## src/rtl/i2c_target.sv

```systemverilog
// -----------------------------------------------------------------------------
// i2c_target: single-address I2C target (slave), oversampled on clk.
//
// Ports:
//   clk       system clock, at least 8x SCL
//   reset     asynchronous active-low reset
//   scl_in    bus SCL level
//   sda_in    bus SDA level
//   sda_oe    1 = pull SDA low (top level: sda = sda_oe ? 1'b0 : 1'bz)
//   tx_data   byte returned on a read, captured when tx_load pulses
//   tx_load   one-clk pulse when tx_data is captured
//   rx_data   last byte received in a write, held until the next byte
//   rx_valid  one-clk pulse when rx_data updates
//   addr_hit  one-clk pulse on address match
//   busy      high from address match until STOP, NACK or START
//
// SCL/SDA pass through a 2-flop synchronizer plus one history flop, so every
// bus event acts 3 clk after the pin edge. SCL is never driven.
// -----------------------------------------------------------------------------
module i2c_target #(
  parameter logic [6:0] ADDR = 7'h42
) (
  input  logic       clk,
  input  logic       reset,
  input  logic       scl_in,
  input  logic       sda_in,
  output logic       sda_oe,
  input  logic [7:0] tx_data,
  output logic       tx_load,
  output logic [7:0] rx_data,
  output logic       rx_valid,
  output logic       addr_hit,
  output logic       busy
);

  typedef enum logic [2:0] {
    S_IDLE, S_ADDR, S_ADDR_ACK, S_WR_DATA, S_WR_ACK, S_RD_DATA, S_RD_ACK
  } state_t;

  logic scl_meta_q, scl_sync_q, scl_prev_q;
  logic sda_meta_q, sda_sync_q, sda_prev_q;

  // NOTE: synchronizers reset to 1 so a reset never fabricates a START/STOP
  // or an SCL edge on an idle (pulled-up) bus.
  always_ff @(posedge clk or negedge reset) begin
    if (!reset) begin
      scl_meta_q <= 1'b1;
      scl_sync_q <= 1'b1;
      scl_prev_q <= 1'b1;
      sda_meta_q <= 1'b1;
      sda_sync_q <= 1'b1;
      sda_prev_q <= 1'b1;
    end else begin
      scl_meta_q <= scl_in;
      scl_sync_q <= scl_meta_q;
      scl_prev_q <= scl_sync_q;
      sda_meta_q <= sda_in;
      sda_sync_q <= sda_meta_q;
      sda_prev_q <= sda_sync_q;
    end
  end

  logic scl_rise, scl_fall, start_det, stop_det;
  assign scl_rise  =  scl_sync_q & ~scl_prev_q;
  assign scl_fall  = ~scl_sync_q &  scl_prev_q;
  assign start_det =  scl_sync_q &  sda_prev_q & ~sda_sync_q;
  assign stop_det  =  scl_sync_q & ~sda_prev_q &  sda_sync_q;

  state_t     state_q, state_d;
  logic [2:0] bit_cnt_q, bit_cnt_d;
  logic [7:0] shift_q, shift_d;
  logic [7:0] rx_data_q, rx_data_d;
  logic       rw_q, rw_d;
  // Marks that the current phase has seen its last scl_rise (8th data bit
  // or master ACK), so the following scl_fall closes the phase.
  logic       done_q, done_d;
  logic       sda_oe_q, sda_oe_d;
  logic       rx_valid_q, rx_valid_d;
  logic       tx_load_q, tx_load_d;
  logic       addr_hit_q, addr_hit_d;
  logic       busy_q, busy_d;

  // NOTE: state registers use non-blocking assignments so every flop samples
  // the pre-edge value; the async clear also releases SDA without a clock.
  always_ff @(posedge clk or negedge reset) begin
    if (!reset) begin
      state_q    <= S_IDLE;
      bit_cnt_q  <= 3'd0;
      shift_q    <= 8'h00;
      rx_data_q  <= 8'h00;
      rw_q       <= 1'b0;
      done_q     <= 1'b0;
      sda_oe_q   <= 1'b0;
      rx_valid_q <= 1'b0;
      tx_load_q  <= 1'b0;
      addr_hit_q <= 1'b0;
      busy_q     <= 1'b0;
    end else begin
      state_q    <= state_d;
      bit_cnt_q  <= bit_cnt_d;
      shift_q    <= shift_d;
      rx_data_q  <= rx_data_d;
      rw_q       <= rw_d;
      done_q     <= done_d;
      sda_oe_q   <= sda_oe_d;
      rx_valid_q <= rx_valid_d;
      tx_load_q  <= tx_load_d;
      addr_hit_q <= addr_hit_d;
      busy_q     <= busy_d;
    end
  end

  always_comb begin
    // NOTE: every signal gets a default before any branch, so no path can
    // leave one unassigned and infer a latch.
    state_d    = state_q;
    bit_cnt_d  = bit_cnt_q;
    shift_d    = shift_q;
    rx_data_d  = rx_data_q;
    rw_d       = rw_q;
    done_d     = done_q;
    sda_oe_d   = sda_oe_q;
    rx_valid_d = 1'b0;
    tx_load_d  = 1'b0;
    addr_hit_d = 1'b0;
    busy_d     = busy_q;

    if (start_det) begin
      state_d   = S_ADDR;
      bit_cnt_d = 3'd0;
      done_d    = 1'b0;
      sda_oe_d  = 1'b0;
      busy_d    = 1'b0;
    end else if (stop_det) begin
      state_d  = S_IDLE;
      done_d   = 1'b0;
      sda_oe_d = 1'b0;
      busy_d   = 1'b0;
    end else begin
      case (state_q)
        S_IDLE: ;
        S_ADDR: begin
          if (scl_rise) begin
            shift_d   = {shift_q[6:0], sda_sync_q};
            bit_cnt_d = bit_cnt_q + 3'd1;
            if (bit_cnt_q == 3'd7) done_d = 1'b1;
          end else if (scl_fall && done_q) begin
            done_d = 1'b0;
            if (shift_q[7:1] == ADDR) begin
              sda_oe_d   = 1'b1;
              addr_hit_d = 1'b1;
              busy_d     = 1'b1;
              rw_d       = shift_q[0];
              state_d    = S_ADDR_ACK;
            end else begin
              state_d = S_IDLE;
            end
          end
        end
        S_ADDR_ACK: begin
          if (scl_fall) begin
            bit_cnt_d = 3'd0;
            if (rw_q) begin
              tx_load_d = 1'b1;
              shift_d   = tx_data;
              sda_oe_d  = ~tx_data[7];
              state_d   = S_RD_DATA;
            end else begin
              sda_oe_d = 1'b0;
              state_d  = S_WR_DATA;
            end
          end
        end
        S_WR_DATA: begin
          if (scl_rise) begin
            shift_d   = {shift_q[6:0], sda_sync_q};
            bit_cnt_d = bit_cnt_q + 3'd1;
            if (bit_cnt_q == 3'd7) begin
              rx_data_d  = {shift_q[6:0], sda_sync_q};
              rx_valid_d = 1'b1;
              done_d     = 1'b1;
            end
          end else if (scl_fall && done_q) begin
            done_d   = 1'b0;
            sda_oe_d = 1'b1;
            state_d  = S_WR_ACK;
          end
        end
        S_WR_ACK: begin
          if (scl_fall) begin
            sda_oe_d  = 1'b0;
            bit_cnt_d = 3'd0;
            state_d   = S_WR_DATA;
          end
        end
        S_RD_DATA: begin
          // The MSB is already on the bus; each fall moves to the next bit.
          if (scl_fall) begin
            bit_cnt_d = bit_cnt_q + 3'd1;
            if (bit_cnt_q == 3'd7) begin
              sda_oe_d  = 1'b0;
              bit_cnt_d = 3'd0;
              state_d   = S_RD_ACK;
            end else begin
              shift_d  = {shift_q[6:0], 1'b0};
              sda_oe_d = ~shift_q[6];
            end
          end
        end
        S_RD_ACK: begin
          if (scl_rise) begin
            if (sda_sync_q) begin
              sda_oe_d = 1'b0;
              busy_d   = 1'b0;
              state_d  = S_IDLE;
            end else begin
              done_d = 1'b1;
            end
          end else if (scl_fall && done_q) begin
            done_d    = 1'b0;
            tx_load_d = 1'b1;
            shift_d   = tx_data;
            sda_oe_d  = ~tx_data[7];
            bit_cnt_d = 3'd0;
            state_d   = S_RD_DATA;
          end
        end
        default: state_d = S_IDLE;
      endcase
    end
  end

  assign sda_oe   = sda_oe_q;
  assign tx_load  = tx_load_q;
  assign rx_data  = rx_data_q;
  assign rx_valid = rx_valid_q;
  assign addr_hit = addr_hit_q;
  assign busy     = busy_q;

endmodule
```

## config.mk

```make
export PLATFORM = sky130hd
export DESIGN_NAME = i2c_target
export DESIGN_NICKNAME = d
export VERILOG_FILES = /design/src/rtl/i2c_target.sv
export SDC_FILE = /design/constraint.sdc
export NUM_CORES = 1
export LEC_CHECK = 0
export BUFFER_PORTS_ARGS = -buffer_cell sky130_fd_sc_hd__buf_2
export CAP_MARGIN = 30
export CORE_MARGIN = 2
export CORE_UTILIZATION = 55
export DETAILED_ROUTE_END_ITERATION = 16
export PLACE_DENSITY = 0.77
export SLEW_MARGIN = 20
export SYNTH_ARGS = -nofsm -noshare
export SYNTH_HDL_FRONTEND = slang
export SYNTH_SLANG_ARGS = --single-unit
```

## constraint.sdc

```tcl
create_clock -name clk -period 2.4 [get_ports clk]
set_input_delay 0.6 -clock clk [delete_from_list [all_inputs] [get_ports clk]]
set_output_delay 0.6 -clock clk [all_outputs]
set_load 0.05 [all_outputs]
```

; Yosys cells after proc, flatten, opt, wreduce, memory -nomap -nowiden
; Index checks and enable logic that the tools add are counted.
[totals]
ff_bits = 35
out_inout_bits = 13
elab_cells = 166
inputBits = 12
[op_classes]
n_eq_ne = 37
muxes = 79
bitwise_logic = 15
addsub = 1
reduce_logical = 17
[op_table]
columns = operator, n
row1 = $mux W3, 22
row2 = $mux W8, 7
row3 = $ne A4 B4 Y1 const B, 11
row4 = $mux W1, 42
row5 = $pmux W8 S4, 1
row6 = $reduce_and A11 Y1, 2
row7 = $pmux W3 S7, 1
row8 = $ne A5 B5 Y1 const B, 3
row9 = $ne A2 B2 Y1 const B, 7
row10 = $eq A3 B3 Y1 const B, 4
row11 = $ne A3 B3 Y1 const B, 4
row12 = $pmux W3 S4, 1
row13 = $reduce_and A6 Y1, 2
row14 = $reduce_bool A4 Y1, 3
row15 = $reduce_and A10 Y1, 1
row16 = $not A1 Y1, 9
row17 = $reduce_bool A8 Y1, 1
row18 = $eq A7 B7 Y1 const B, 1
row19 = $reduce_and A7 Y1, 1
row20 = $and A1 B1 Y1, 6
row21 = $eq A3 B2 Y1 const B, 2
row22 = $ne A3 B1 Y1 const B, 2
row23 = $pmux W1 S2, 3
row24 = $pmux W1 S6, 1
row25 = 11 further kinds, 12

; Longest topological paths before layout
; Gate-level depths: netlist (run 1).
[depth]
depth_word = 8
depth_mapped = 8
depth_no_buf = 7

; Worst setup path before layout (run 1)
; No wires, ideal clock.
[synth_path]
path_type = register to register
from = reg sda_sync_q
to = reg rx_data_q[0] (netlist: rx_data[0])
setup_time_ns = 0.125
synth_period_minus_slack_ns = 1.841
stages_incl_launch_ff = 6
t_required_ns = 2.275
n_path_buf = 1
setup_slack_ns = 0.559
arrival_time_ns = 1.717
path_cell_list = dfstp_2 > buf_2 > xor2_1 > and2_4 > nor4_4 > mux2_2
[synth_via]
elab_chain_len = 4
word_cells_on_any_way = 6
classes_between = bitwise: 5 / reduce/logical: 1
[synth_lines]
columns = element, line_no
row1 = "start, declared", 41  ; logic sda_meta_q, sda_sync_q, sda_prev_q;
row2 = "start signal, assigned", 58  ; sda_sync_q <= sda_meta_q;
row3 = $not A1 Y1, 66  ; assign start_det = scl_sync_q & sda_prev_q & ~sda_sync_q;
row4 = $and A1 B1 Y1, 66
row5 = $not A1 Y1 (no source line), n/a
row6 = $reduce_and A5 Y1 (no source line), n/a
row7 = "end signal, assigned", 102  ; rx_data_q <= rx_data_d;
row8 = "end, declared", 72  ; logic [7:0] rx_data_q, rx_data_d;
; Parallel ways exist; a longest one is shown, timed or not.
; A chain may end at the register's enable or synchronous reset.

; Worst setup path in the final report (run 1)
[layout_path]
from = reg state_q[0]
to = reg rx_data_q[6] (netlist: rx_data[6])
[layout_via]
elab_chain_len = 2
[layout_lines]
columns = element, line_no
row1 = "start, declared", 69  ; state_t state_q, state_d;
row2 = "start signal, assigned", 99  ; state_q <= state_d;
row3 = $eq A3 B2 Y1, 140  ; case (state_q)
row4 = $reduce_and A5 Y1 (no source line), n/a
; Every way passes these cells.

==> impl_summary.md, run 1 <==
Synthesis
For this run, the register share of the synthesized area comes to 0.482. Counting flops with a built-in enable in the synthesized netlist gives 0. The largest area contributor in the netlist is sky130_fd_sc_hd__dfrtp_1. The net count after synthesis is 192. The post-synthesis cell count is 178. After synthesis, the cell types taking the most area are sky130_fd_sc_hd__dfrtp_1 40%, sky130_fd_sc_hd__dfstp_2 8.6%, sky130_fd_sc_hd__mux2_2 5.5%, sky130_fd_sc_hd__o21ai_0 5.5%, sky130_fd_sc_hd__mux2i_1 4.4%. The number of synthesis warnings is 0.

Sorting the synthesized cells by how often they occur yields 29 x sky130_fd_sc_hd__dfrtp_1, 20 x sky130_fd_sc_hd__nand2_1, 20 x sky130_fd_sc_hd__o21ai_0. The total standard cell area after synthesis is 0.00183 sq mm. The share of synthesized area in the top cell type comes to 0.396.

Counting flops with an async set or reset pin after synthesis yields a share of 1.00. The most used flip-flop cell after synthesis is sky130_fd_sc_hd__dfrtp_1. The total of flip-flops plus latches after synthesis is 35.

The mean cell area of the mapped netlist is 10.3 sq um. The synthesized netlist contains 47 unique library cells. In the post-synthesis netlist, the cell with the most instances is sky130_fd_sc_hd__dfrtp_1.

Global route
The routing usage on met3 is 0.0600. The number of antenna violations at the first check in global routing is 0. The first global-routing pass estimated 6.53 mm of wire.

The met2 routing resource usage after global routing is 0.367. The total global routing track utilization is 0.239. The number of global-route vias before repair was 1386.

The routing layer with the top usage in global route is met2. For this run the aggregate overflow at the end of global routing stands at 0. Entering global routing, the biggest net connects 36 pins. In the global route stage, met1 resource usage came out at 0.327.

Power
The final total power is 1.59 mW. For this design the static power due to leakage is 1.01 nW. The power density of the placed cells is 774 mW/mm^2.

IR analysis of the VDD net gives a maximum drop of 422 uV.

Setup path
The largest incremental delay on the critical path is 0.63 ns. The worst setup path is captured at a flip-flop. The data arrival time at the worst-slack endpoint is 2.44 ns. The worst setup path is launched from a flip-flop.

The maximum net fanout on the critical path is 17. At the worst endpoint, the required time is 2.65 ns. The critical path is of the reg -> reg type. For this design, the slowest cell found on the critical path is sky130_fd_sc_hd__dfrtp_1.

The critical path goes through nor2b_4 -> nand2_1 -> nor4_4 -> mux2_2.

Timing
The share of the clock period used by the worst path after layout is 0.913. The worst setup margin is 0.210 ns. The final number of max-transition violations is 0. The clock period could shrink to 2.19 ns. Setup repair after global routing left no endpoint under its margin.

The post-route worst hold slack is 0.294 ns. The maximum operating frequency is 0.457 GHz. For the pin with the worst max-slew slack, the measured transition is 0.746 ns. The final number of hold-violating endpoints is 0. On the final layout, the worst clock skew is 0.00986 ns.

Setup violations remaining at the end of the flow were counted as 0. The relative max-transition margin is 0.503. The final-layout setup total negative slack is 0 ns.

Layout
The final layout contains 215 nets. The finished cells cover 0.00205 sq mm. The repair_antennas step left the layout with diodes totalling 0. The area growth from synthesis to layout is 12.1%. The number of inserted filler cells in the final layout is 257. The number of non-filler instances in the completed layout is 246. Summing all flip-flop and latch instances after layout gives 883 sq um.

The multi-input combinational cell area is 872 sq um. The share of cells above drive strength 1 is 0.272. The final core utilization is 0.662.

Run
The total of max-cap violations is 0.

Clock network
The H-tree depth reported by CTS is 2. After clock tree synthesis, the flow added hold-fix buffers numbering 0. The tree built by TritonCTS fans out to 35 sinks. The CTS buffer count is 5. The clock reaches the later pin of the worst-skew pair after 0.35 ns. After clock tree synthesis, the clock-pin slew on the worst setup and hold paths is 0.12 ns. The number of buffers on the longest clock path is 2.

TritonCTS built the clock tree. The setup fix buffers added after clock tree synthesis is 0. Gates resized during post-CTS repair numbered 0. The clock tree root buffer cell is sky130_fd_sc_hd__clkbuf_4.

Floorplanning
The starting density of the core is 0.590. The area enclosed by the die boundary is 0.00381 sq mm. In this run the core area contains 20 standard-cell rows. In this run the count of I/O pins placed on the die edge is 25.

The die height is 61.7 um. The area of the placeable core is 0.00310 sq mm. The die is 61.7 um wide.

Routing
The via density per instance is 5.91. The detailed-route wire length per cell is 15.4 um. The routed layout has 1454 vias. The count of nets left with antenna violations once routing finished came out at 0. The routed wire length is 3.79 mm. The number of detailed-routing iterations run before antenna repair is 6. After the first detailed-routing iteration, the DRC count stood at 50.

The post-route DRC violation count is 0.

Place
The number of instances in the placed design is 238. The total placed instance area is 0.00197 sq mm. The placer's final routability congestion estimate is 0.949. The number of input and output port buffers inserted is 24. The post-placement worst setup slack is 0.223 ns.

The estimated wirelength of the detail-placed design is 2.70 mm.

Outcome
The run finished with clean final reports.

Min path
The class of the worst hold path is in -> async.
## report_power, final
part / internal [mW] / leakage, nW / switching, mW
Clock: 0.224 / 0.0458 / 0.221
Sequential: 0.696 / 0.449 / 0.114
Combinational: 0.151 / 0.513 / 0.181
## final cells by class
| class | instances | area share |
|---|---|---|
| sequential | 35 | 0.430 |
| inverter | 6 | 0.0110 |
| timing repair buffer | 26 | 0.0658 |
| clock buffer | 5 | 0.0183 |
| clock inverter | 3 | 0.0232 |
| tap | 44 | 0.0268 |
| multi-input combinational | 127 | 0.425 |
## cells by family (layout without fill, tap and decap cells)
group / count (synthesis) / after routing / share of synthesized area
adder cells (fa/ha/maj): 3 / 3 / 0.0191
buffers and inverters: 16 / 40 / 0.0417
AO/OA/AOI/OAI: 51 / 51 / 0.175
flip-flops: 35 / 35 / 0.482
AND/OR/NAND/NOR: 55 / 55 / 0.178
multiplexers: 17 / 17 / 0.0990
XOR/XNOR: 1 / 1 / 0.00478
## registers in the layout (all words and copies together), names as in the netlist
signal,cells
tx_load,1
addr_hit,1
state_q,3
rx_valid,1
sda_prev_q,1
busy,1
scl_meta_q,1
rw_q,1
scl_sync_q,1
done_q,1
sda_sync_q,1
rx_data,8
shift_q,8
sda_oe,1
bit_cnt_q,3
sda_meta_q,1
scl_prev_q,1
## critical path, delay by kind of cell (launching register included)
kind          cells  cell delay (ns)
flops             1             0.63
mux               1             0.42
simple gates      3             1.03
## cells in the final DEF (no fill, tap or decap), types with 2 or more instances in the layout
master and instances:
sky130_fd_sc_hd__a21oi_1 12, sky130_fd_sc_hd__a22oi_1 2, sky130_fd_sc_hd__a2bb2oi_1 2, sky130_fd_sc_hd__a311oi_1 2
sky130_fd_sc_hd__and3b_1 3, sky130_fd_sc_hd__buf_2 24, sky130_fd_sc_hd__buf_4 2, sky130_fd_sc_hd__clkbuf_4 5
sky130_fd_sc_hd__dfrtp_1 29, sky130_fd_sc_hd__dfstp_2 6, sky130_fd_sc_hd__ha_1 2, sky130_fd_sc_hd__inv_1 6
sky130_fd_sc_hd__mux2_2 9, sky130_fd_sc_hd__mux2i_1 8, sky130_fd_sc_hd__nand2_1 20, sky130_fd_sc_hd__nand2b_1 4
sky130_fd_sc_hd__nand3_1 4, sky130_fd_sc_hd__nand3b_1 2, sky130_fd_sc_hd__nor2_1 6, sky130_fd_sc_hd__nor2b_1 2
sky130_fd_sc_hd__nor3b_1 2, sky130_fd_sc_hd__o211a_1 2, sky130_fd_sc_hd__o21ai_0 20, sky130_fd_sc_hd__o31ai_1 2
## metal layers
layer	vias to the layer above	wire length, um
li1	696	-
met1	699	1690
met2	49	1830
met3	10	199
met4	0	69
met5	-	0
## worst paths after layout
| check | start | endpoint | slack (ns) | cells past startpoint |
|---|---|---|---|---|
| hold reg to reg | sda_meta_q | sda_sync_q | 0.36 | 0 |
| max in group asynchronous | reset | shift_q[6] | 1.62 | 1 |
| setup reg to reg | state_q[0] | rx_data[6] | 0.21 | 4 |
| hold / removal | reset | tx_load | 0.29 | 1 |
| min in group clk | sda_in | sda_meta_q | 0.33 | 1 |
| setup / recovery | state_q[0] | rx_data[6] | 0.21 | 4 |
No activity file was read; power rests on OpenSTA's default activity.
==> run 2: changes to the inputs <==
Settings changed: BUFFER_PORTS_ARGS -buffer_cell sky130_fd_sc_hd__buf_2 to unset, DONT_BUFFER_PORTS set to 1, PLACE_DENSITY 0.77 to 0.7.
==> run 2 against run 1 <==
Net effect:
- design area is 5.4% lower
- critical path depth is 1 higher
- worst hold slack worse by 0.25 ns
- sequential cell count unchanged
- combinational power down 6%
- die area is the same
- utilization down 3.5 points
- register-to-register slack better by 0.098 ns
- final cell count decreased by 8.9%
- first-iteration DRC count is 26% higher
- global-route usage decreased by 1.4 points
- largest cell class unchanged
- largest power group unchanged
==> impl_summary.md, run 2 (synthesized netlist as in run 1, its figures left out) <==
Global route
The number of antenna violations at the first check in global routing was 0 (unchanged). The total global routing track utilization is 0.225 (-0.0136). The largest net degree at the start of global routing is 30 (-17%). The wire length of the first global-routing pass is 6.10 mm (-6.6%). The sum of overflow across all layers after global routing is 0 (unchanged).

The number of global-route vias before repair is 1309 (-5.6%).

Routing
The detailed-route wire length per cell is 16.3 um (+5.8%). The post-route DRC violation count is 0 (unchanged). The routed wire length is 3.65 mm (-3.7%). The detailed router's first-iteration violation count is 63 (+26%).

The via density per instance is 6.15 (+4.1%). The via count is 1378 (-5.2%). The number of detailed-routing iterations run before antenna repair is 4 (-2). The post-detailed-route count of antenna-violating nets was 0 (unchanged).

Layout
The final net count came to 193 (-10%). The share of cells above drive strength 1 is 0.183 (-0.0889). The final core utilization was 0.626 (-0.0355). The number of diodes is 0 (unchanged). The area growth from synthesis to layout is 6.08%. The library cell used most frequently in the layout, excluding fill and tap cells, is sky130_fd_sc_hd__dfrtp_1. The final design area excluding fillers came to 0.00194 sq mm (-5.4%). In the layout the commonest cells are 29 x sky130_fd_sc_hd__dfrtp_1, 20 x sky130_fd_sc_hd__nand2_1, 20 x sky130_fd_sc_hd__o21ai_0, 12 x sky130_fd_sc_hd__a21oi_1, 9 x sky130_fd_sc_hd__mux2_2.

Setup path
The critical path startpoint category is a flip-flop. The critical path is of the reg -> reg type. The maximum net fanout on the critical path is 17 (unchanged).

The worst setup path is captured at a flip-flop. The data required time at the worst endpoint was 2.64 ns (about the same). The data arrival time at the worst-slack endpoint is 2.34 ns (-0.10 ns).

Power
The power density of the placed cells is 764 mW/mm^2 (-1.2%). The largest vdd supply drop is 529 uV (+26%). The static leakage is 0.895 nW (-11%).

Run
The total of max-cap violations is 0 (unchanged).

Clock network
The clock latency on the worst-skew pair is 0.35 ns (about the same). The number of gates resized after CTS is 0 (unchanged). The tree is rooted in a sky130_fd_sc_hd__clkbuf_4. The H-tree depth reported by CTS is 2 (unchanged). The number of buffers on the longest clock path is 2 (unchanged). The clock slew seen by the registers of the worst setup and hold paths is 0.12 ns (about the same). The CTS tree is done. The CTS buffer count came to 5 (unchanged). The total clock sinks was 35 (unchanged).

Timing
The relative max-transition margin is 0.577 (+0.0744). The final number of max-transition violations is 0 (unchanged). The share of the clock period used by the worst path after layout is 0.872 (-0.0407). The worst clock skew is 0.00947 ns (-0.000394 ns). The number of endpoints failing setup at the final stage is 0 (unchanged).

The minimum clock period was 2.09 ns (-0.0976 ns). The post-route worst hold slack was 0.0426 ns (-0.251 ns). The measured slew at the worst slew-check pin was 0.634 ns (-0.112 ns). The maximum operating frequency is 0.478 GHz (+4.7%). The final number of hold-violating endpoints is 0 (unchanged).

Setup repair after global routing left no endpoint under its margin. The final-layout setup total negative slack is 0 ns (unchanged).

Floorplanning
The standard-cell row count is 20 (unchanged). The width of the die is 61.7 um (unchanged). The starting density of the core is 0.590 (unchanged). The area enclosed by the die boundary is 0.00381 sq mm (unchanged). The I/O pin count is 25 (unchanged). The area of the placeable core is 0.00310 sq mm (unchanged).

The die height is 61.7 um (unchanged).

Place
The placer's final routability congestion estimate was 0.904 (-4.7%). The number of input and output port buffers inserted is 0 (-100%). The total placed instance area is 0.00186 sq mm (-5.7%).

The estimated wirelength of the detail-placed design is 2.52 mm (-6.8%).

Outcome
The run finished with clean final reports.

Min path
The worst hold path belongs to the class in -> async.
-- run 2: cell types whose count changed in the layout (fill, tap and decap cells not counted) --
| cell | previous run | this run |
|---|---|---|
| sky130_fd_sc_hd__buf_2 | 24 | 0 |
| sky130_fd_sc_hd__buf_12 | 0 | 1 |
| sky130_fd_sc_hd__buf_4 | 2 | 3 |
| sky130_fd_sc_hd__bufinv_16 | 1 | 0 |
| sky130_fd_sc_hd__clkbuf_8 | 0 | 1 |
| sky130_fd_sc_hd__clkinvlp_4 | 0 | 1 |
| sky130_fd_sc_hd__inv_6 | 1 | 0 |
-- run 2: path summary, 6_finish.rpt --
kind | startpoint | end | slack (ns) | cells after the start
max | state_q[0] | rx_data[2] | 0.31 | 5
max in group asynchronous | reset | addr_hit | 2.18 | 1
min in group clk | scl_in | scl_meta_q | 0.22 | 0
min | reset | bit_cnt_q[2] | 0.04 | 1
min reg2reg | sda_meta_q | sda_sync_q | 0.36 | 0
max reg2reg | state_q[0] | rx_data[2] | 0.31 | 5
-- run 2: per-stage QoR --
| stage | total power [mW] | setup WS [ns] | cells |
|---|---|---|---|
| finish | 1.48 | 0.307 | 224 |
| global route | 1.59 | 0.158 | 224 |
| CTS | 1.50 | 0.314 | 224 |
| detailed placement | 1.13 | 0.335 | 215 |
| global placement | 1.11 | 0.397 | 215 |
| floorplan | 1.04 | 0.559 | 178 |
-- run 2: worst max-delay path: stages (launching register included) --
cell and delay, ns:
sky130_fd_sc_hd__dfrtp_1 0.65, sky130_fd_sc_hd__nor2b_4 0.29, sky130_fd_sc_hd__nand2_1 0.11, sky130_fd_sc_hd__nor4_4 0.38, sky130_fd_sc_hd__buf_4 0.22, sky130_fd_sc_hd__mux2_2 0.33
-- run 2: cell type report --
class | instances | area (sq um)
sequential | 35 | 883
tap | 44 | 55.1
clock buffer | 6 | 51.3
clock inverter | 2 | 16.3
timing repair buffer | 4 | 42.5
inverter | 6 | 22.5
fill | 283 | 1160
multi-input combinational | 127 | 872
-- run 2: layer usage --
layer / up-vias / track usage / part of all wire
met1: 652 / 0.302 / 0.43
li1: 658 / - / -
met4: 0 / 0.119 / 0.015
met2: 62 / 0.337 / 0.48
met3: 6 / 0.0600 / 0.071
met5: - / 0 / 0
-- run 2: where the power goes --
group | switching, mW | internal [mW] | total, mW
combinational | 0.166 | 0.146 | 0.313
clock | 0.211 | 0.144 | 0.355
sequential | 0.120 | 0.696 | 0.816
-- run 2: what timing repair did --
item	CTS	global route
hold buffers	1	0
hold endpoints to repair	29	0
setup buffers	0	0
==> run 3: changes to the inputs <==
--- a/config.mk
+++ b/config.mk
@@ -12,2 +12,3 @@
 export DONT_BUFFER_PORTS = 1
+export GPL_TIMING_DRIVEN = 0
 export PLACE_DENSITY = 0.7
==> constraint.sdc (replaced) <==
create_clock -name clk -period 2.4 [get_ports clk]
set_input_delay 0 -clock clk [delete_from_list [all_inputs] [get_ports clk]]
set_output_delay 0 -clock clk [all_outputs]
set_load 0.05 [all_outputs]
==> run 3 against run 2 <==
Net effect:
- wire length rose by 6.8%
- worst hold slack gained 0.076 ns
- largest power group unchanged
- non-clock buffer count up 18
- via count increased by 4.6%
- sequential share of layout area decreased by 3.1 points
- global-route usage up 1.3 points
- utilization grew 4.6 points
- register-to-register slack got worse by 0.11 ns
- critical path depth grew 3
- die area unchanged
- clock skew rose by 0.0040 ns
==> impl_summary.md, run 3 (synthesized netlist as in run 1, its figures left out) <==
Setup path
The launching point of the worst reg2reg path is bit_cnt_q[0]. Counting stages on the worst path, the most repeated cell is sky130_fd_sc_hd__ha_1. The sum of buffers and inverters on the critical path came to 1 (unchanged). The type of element capturing the critical path is a flip-flop. The maximum net fanout on the critical path was 10 (-7). The setup slack on the worst flop-to-flop path is 0.20 ns (-0.11 ns). The data required time at the worst endpoint is 2.61 ns (-0.03 ns). The critical path goes through ha_1 -> ha_1 -> o211a_1 -> a21oi_1 -> nand4_1 -> clkbuf_1 -> nand2_1 -> o21ai_0.

The worst-case reg-to-reg path depth is 8 (+3). The critical path starts at bit_cnt_q[0]. In this run the critical register-to-register path is captured at shift_q[7]. The cell with the biggest individual delay on the critical path is sky130_fd_sc_hd__dfrtp_1. The end point of the critical path is shift_q[7]. The kind of cell adding the most delay to the critical path is compound AO/OA/AOI/OAI gates. The largest incremental delay on the critical path came to 0.41 ns (-0.24 ns). By startpoint and endpoint, the worst setup path is classified as reg -> reg. STA classifies the critical path startpoint as a flip-flop. The data arrival time at the worst-slack endpoint is 2.41 ns (+0.07 ns).

The critical path depth is 8 (+3).

Clock network
The number of gates resized after CTS is 0 (unchanged). The number of buffers on the longest clock path is 2 (unchanged). The setup fix buffers added after clock tree synthesis is 0 (unchanged). Clock tree synthesis selected as its root buffer the cell sky130_fd_sc_hd__clkbuf_4.

The H-tree depth reported by CTS is 2 (unchanged). The CTS buffer count was 5 (unchanged). The total clock sinks is 35 (unchanged). The CTS tree is done. The clock slew seen by the registers of the worst setup and hold paths is 0.11 ns (about the same). The clock latency on the worst-skew pair was 0.34 ns (about the same).

Floorplanning
The I/O pin count was 25 (unchanged). The standard-cell row count is 20 (unchanged). The die height is 61.7 um (unchanged). The starting density of the core is 0.590 (unchanged). The width of the die was 61.7 um (unchanged).

The area of the placeable core is 0.00310 sq mm (unchanged). The area enclosed by the die boundary is 0.00381 sq mm (unchanged).

Global route
The largest net degree at the start of global routing came to 36 (+20%). The sum of overflow across all layers after global routing is 0 (unchanged). The total global routing track utilization is 0.238 (+0.0126). The wire length of the first global-routing pass came to 6.56 mm (+7.5%). The number of global-route vias before repair is 1456 (+11%). The number of antenna violations at the first check in global routing came to 0 (unchanged).

Min path
The worst hold path belongs to the class in -> async.

Timing
The worst clock skew is 0.0134 ns (+0.00397 ns). The minimum clock period came to 2.20 ns (+0.107 ns). The number of endpoints failing setup at the final stage is 0 (unchanged). The measured slew at the worst slew-check pin was 0.721 ns (+0.0868 ns). The maximum operating frequency came to 0.455 GHz (-4.9%). The share of the clock period used by the worst path after layout is 0.916 (+0.0445). The final number of max-transition violations is 0 (unchanged). The relative max-transition margin came to 0.516 (-0.0615). The final number of hold-violating endpoints came to 0 (unchanged).

Setup repair after global routing left no endpoint under its margin. The final-layout setup total negative slack came to 0 ns (unchanged).

Place
The total placed instance area came to 0.00189 sq mm (+1.7%). The estimated wirelength of the detail-placed design is 2.71 mm (+7.8%). The number of input and output port buffers inserted was 0 (unchanged). The placer's final routability congestion estimate is 0.913 (+0.94%).

Run
The total of max-cap violations is 0 (unchanged).

Routing
The detailed router's first-iteration violation count is 91 (+44%). The post-route DRC violation count is 0 (unchanged). The post-detailed-route count of antenna-violating nets is 0 (unchanged).

The routed wire length came to 3.90 mm (+6.8%). The via count is 1442 (+4.6%). The detailed-route wire length per cell is 16.1 um (-1.1%). The number of detailed-routing iterations run before antenna repair is 5 (+1). The via density per instance is 5.96 (-3.1%).

Layout
Leaving out fill and tap cells, the most frequent cell in the layout is sky130_fd_sc_hd__dfrtp_1. The area growth from synthesis to layout is 13.8%. The final design area excluding fillers is 0.00208 sq mm (+7.3%). The final net count is 211 (+9.3%). In the layout the commonest cells are 29 x sky130_fd_sc_hd__dfrtp_1, 20 x sky130_fd_sc_hd__nand2_1, 20 x sky130_fd_sc_hd__o21ai_0, 12 x sky130_fd_sc_hd__a21oi_1, 11 x sky130_fd_sc_hd__dlygate4sd3_1. The share of cells above drive strength 1 is 0.192 (+0.00859). The number of diodes is 0 (unchanged).

Power
The static leakage is 0.967 nW (+8.0%). The power density of the placed cells is 722 mW/mm^2 (-5.5%). The largest vdd supply drop came to 481 uV (-9.2%).

Outcome
The run finished with clean final reports.
==> run 3: stage by stage <==
| stage | hold slack (ns) | power (mW) | util | setup WS [ns] | std cells |
|---|---|---|---|---|---|
| after floorplan | -0.296 | 1.04 | - | 0.559 | 178 |
| after global placement | -0.294 | 1.11 | 0.608 | 0.290 | 222 |
| after detailed placement | -0.294 | 1.14 | 0.608 | 0.197 | 222 |
| after CTS | 0.121 | 1.51 | 0.672 | 0.184 | 242 |
| after global routing | 0.118 | 1.62 | 0.672 | 0.0327 | 242 |
| final | 0.119 | 1.50 | 0.672 | 0.201 | 242 |
==> run 3: how the worst min path moves through the flow <==
stage / slack, ns / depth (start not counted) / end / start
floorplan: -0.30 / 0 / addr_hit / reset
global placement: -0.29 / 0 / done_q / reset
detailed placement: -0.29 / 0 / tx_load / reset
CTS: 0.12 / 2 / shift_q[6] / reset
global route: 0.12 / 2 / addr_hit / reset
finish: 0.12 / 2 / shift_q[6] / reset
==> run 3: per-layer routing <==
layer	global-route usage	part of all wire	wire (um)	vias up
met5	0	0	0	-
met4	0.128	0.018	72	0
met3	0.0559	0.048	188	9
met2	0.376	0.51	2000	49
met1	0.304	0.42	1640	698
li1	-	-	-	686
==> run 3: area by class of cell <==
class	count	area, sq um
clock buffers	6	51.3
repair buffers	12	130
clock inverters	2	16.3
well taps	44	55.1
multi-input cells	127	872
plain buffers	10	53.8
inverters	6	22.5
flip-flops and latches	35	883
fillers	257	1020
==> run 3: worst register-to-register path, cell delays in order (launching register included) <==
cell and delay [ns]:
sky130_fd_sc_hd__dfrtp_1 0.41, sky130_fd_sc_hd__ha_1 0.20, sky130_fd_sc_hd__ha_1 0.27, sky130_fd_sc_hd__o211a_1 0.23
sky130_fd_sc_hd__a21oi_1 0.16, sky130_fd_sc_hd__nand4_1 0.30, sky130_fd_sc_hd__clkbuf_1 0.30, sky130_fd_sc_hd__nand2_1 0.11
sky130_fd_sc_hd__o21ai_0 0.09
==> run 3: power by group <==
group / leakage [nW] / internal (mW) / total (mW) / switching (mW)
combinational: 0.484 / 0.160 / 0.353 / 0.193
clock: 0.0345 / 0.144 / 0.345 / 0.201
sequential: 0.449 / 0.696 / 0.806 / 0.110
total: 0.967 / 1.00 / 1.50 / 0.504
==> run 3: repair_timing <==
item / in CTS / in global routing
hold endpoints to repair: 46 / 0
endpoints found under the setup margin: 0 / 0
hold buffers: 12 / 0
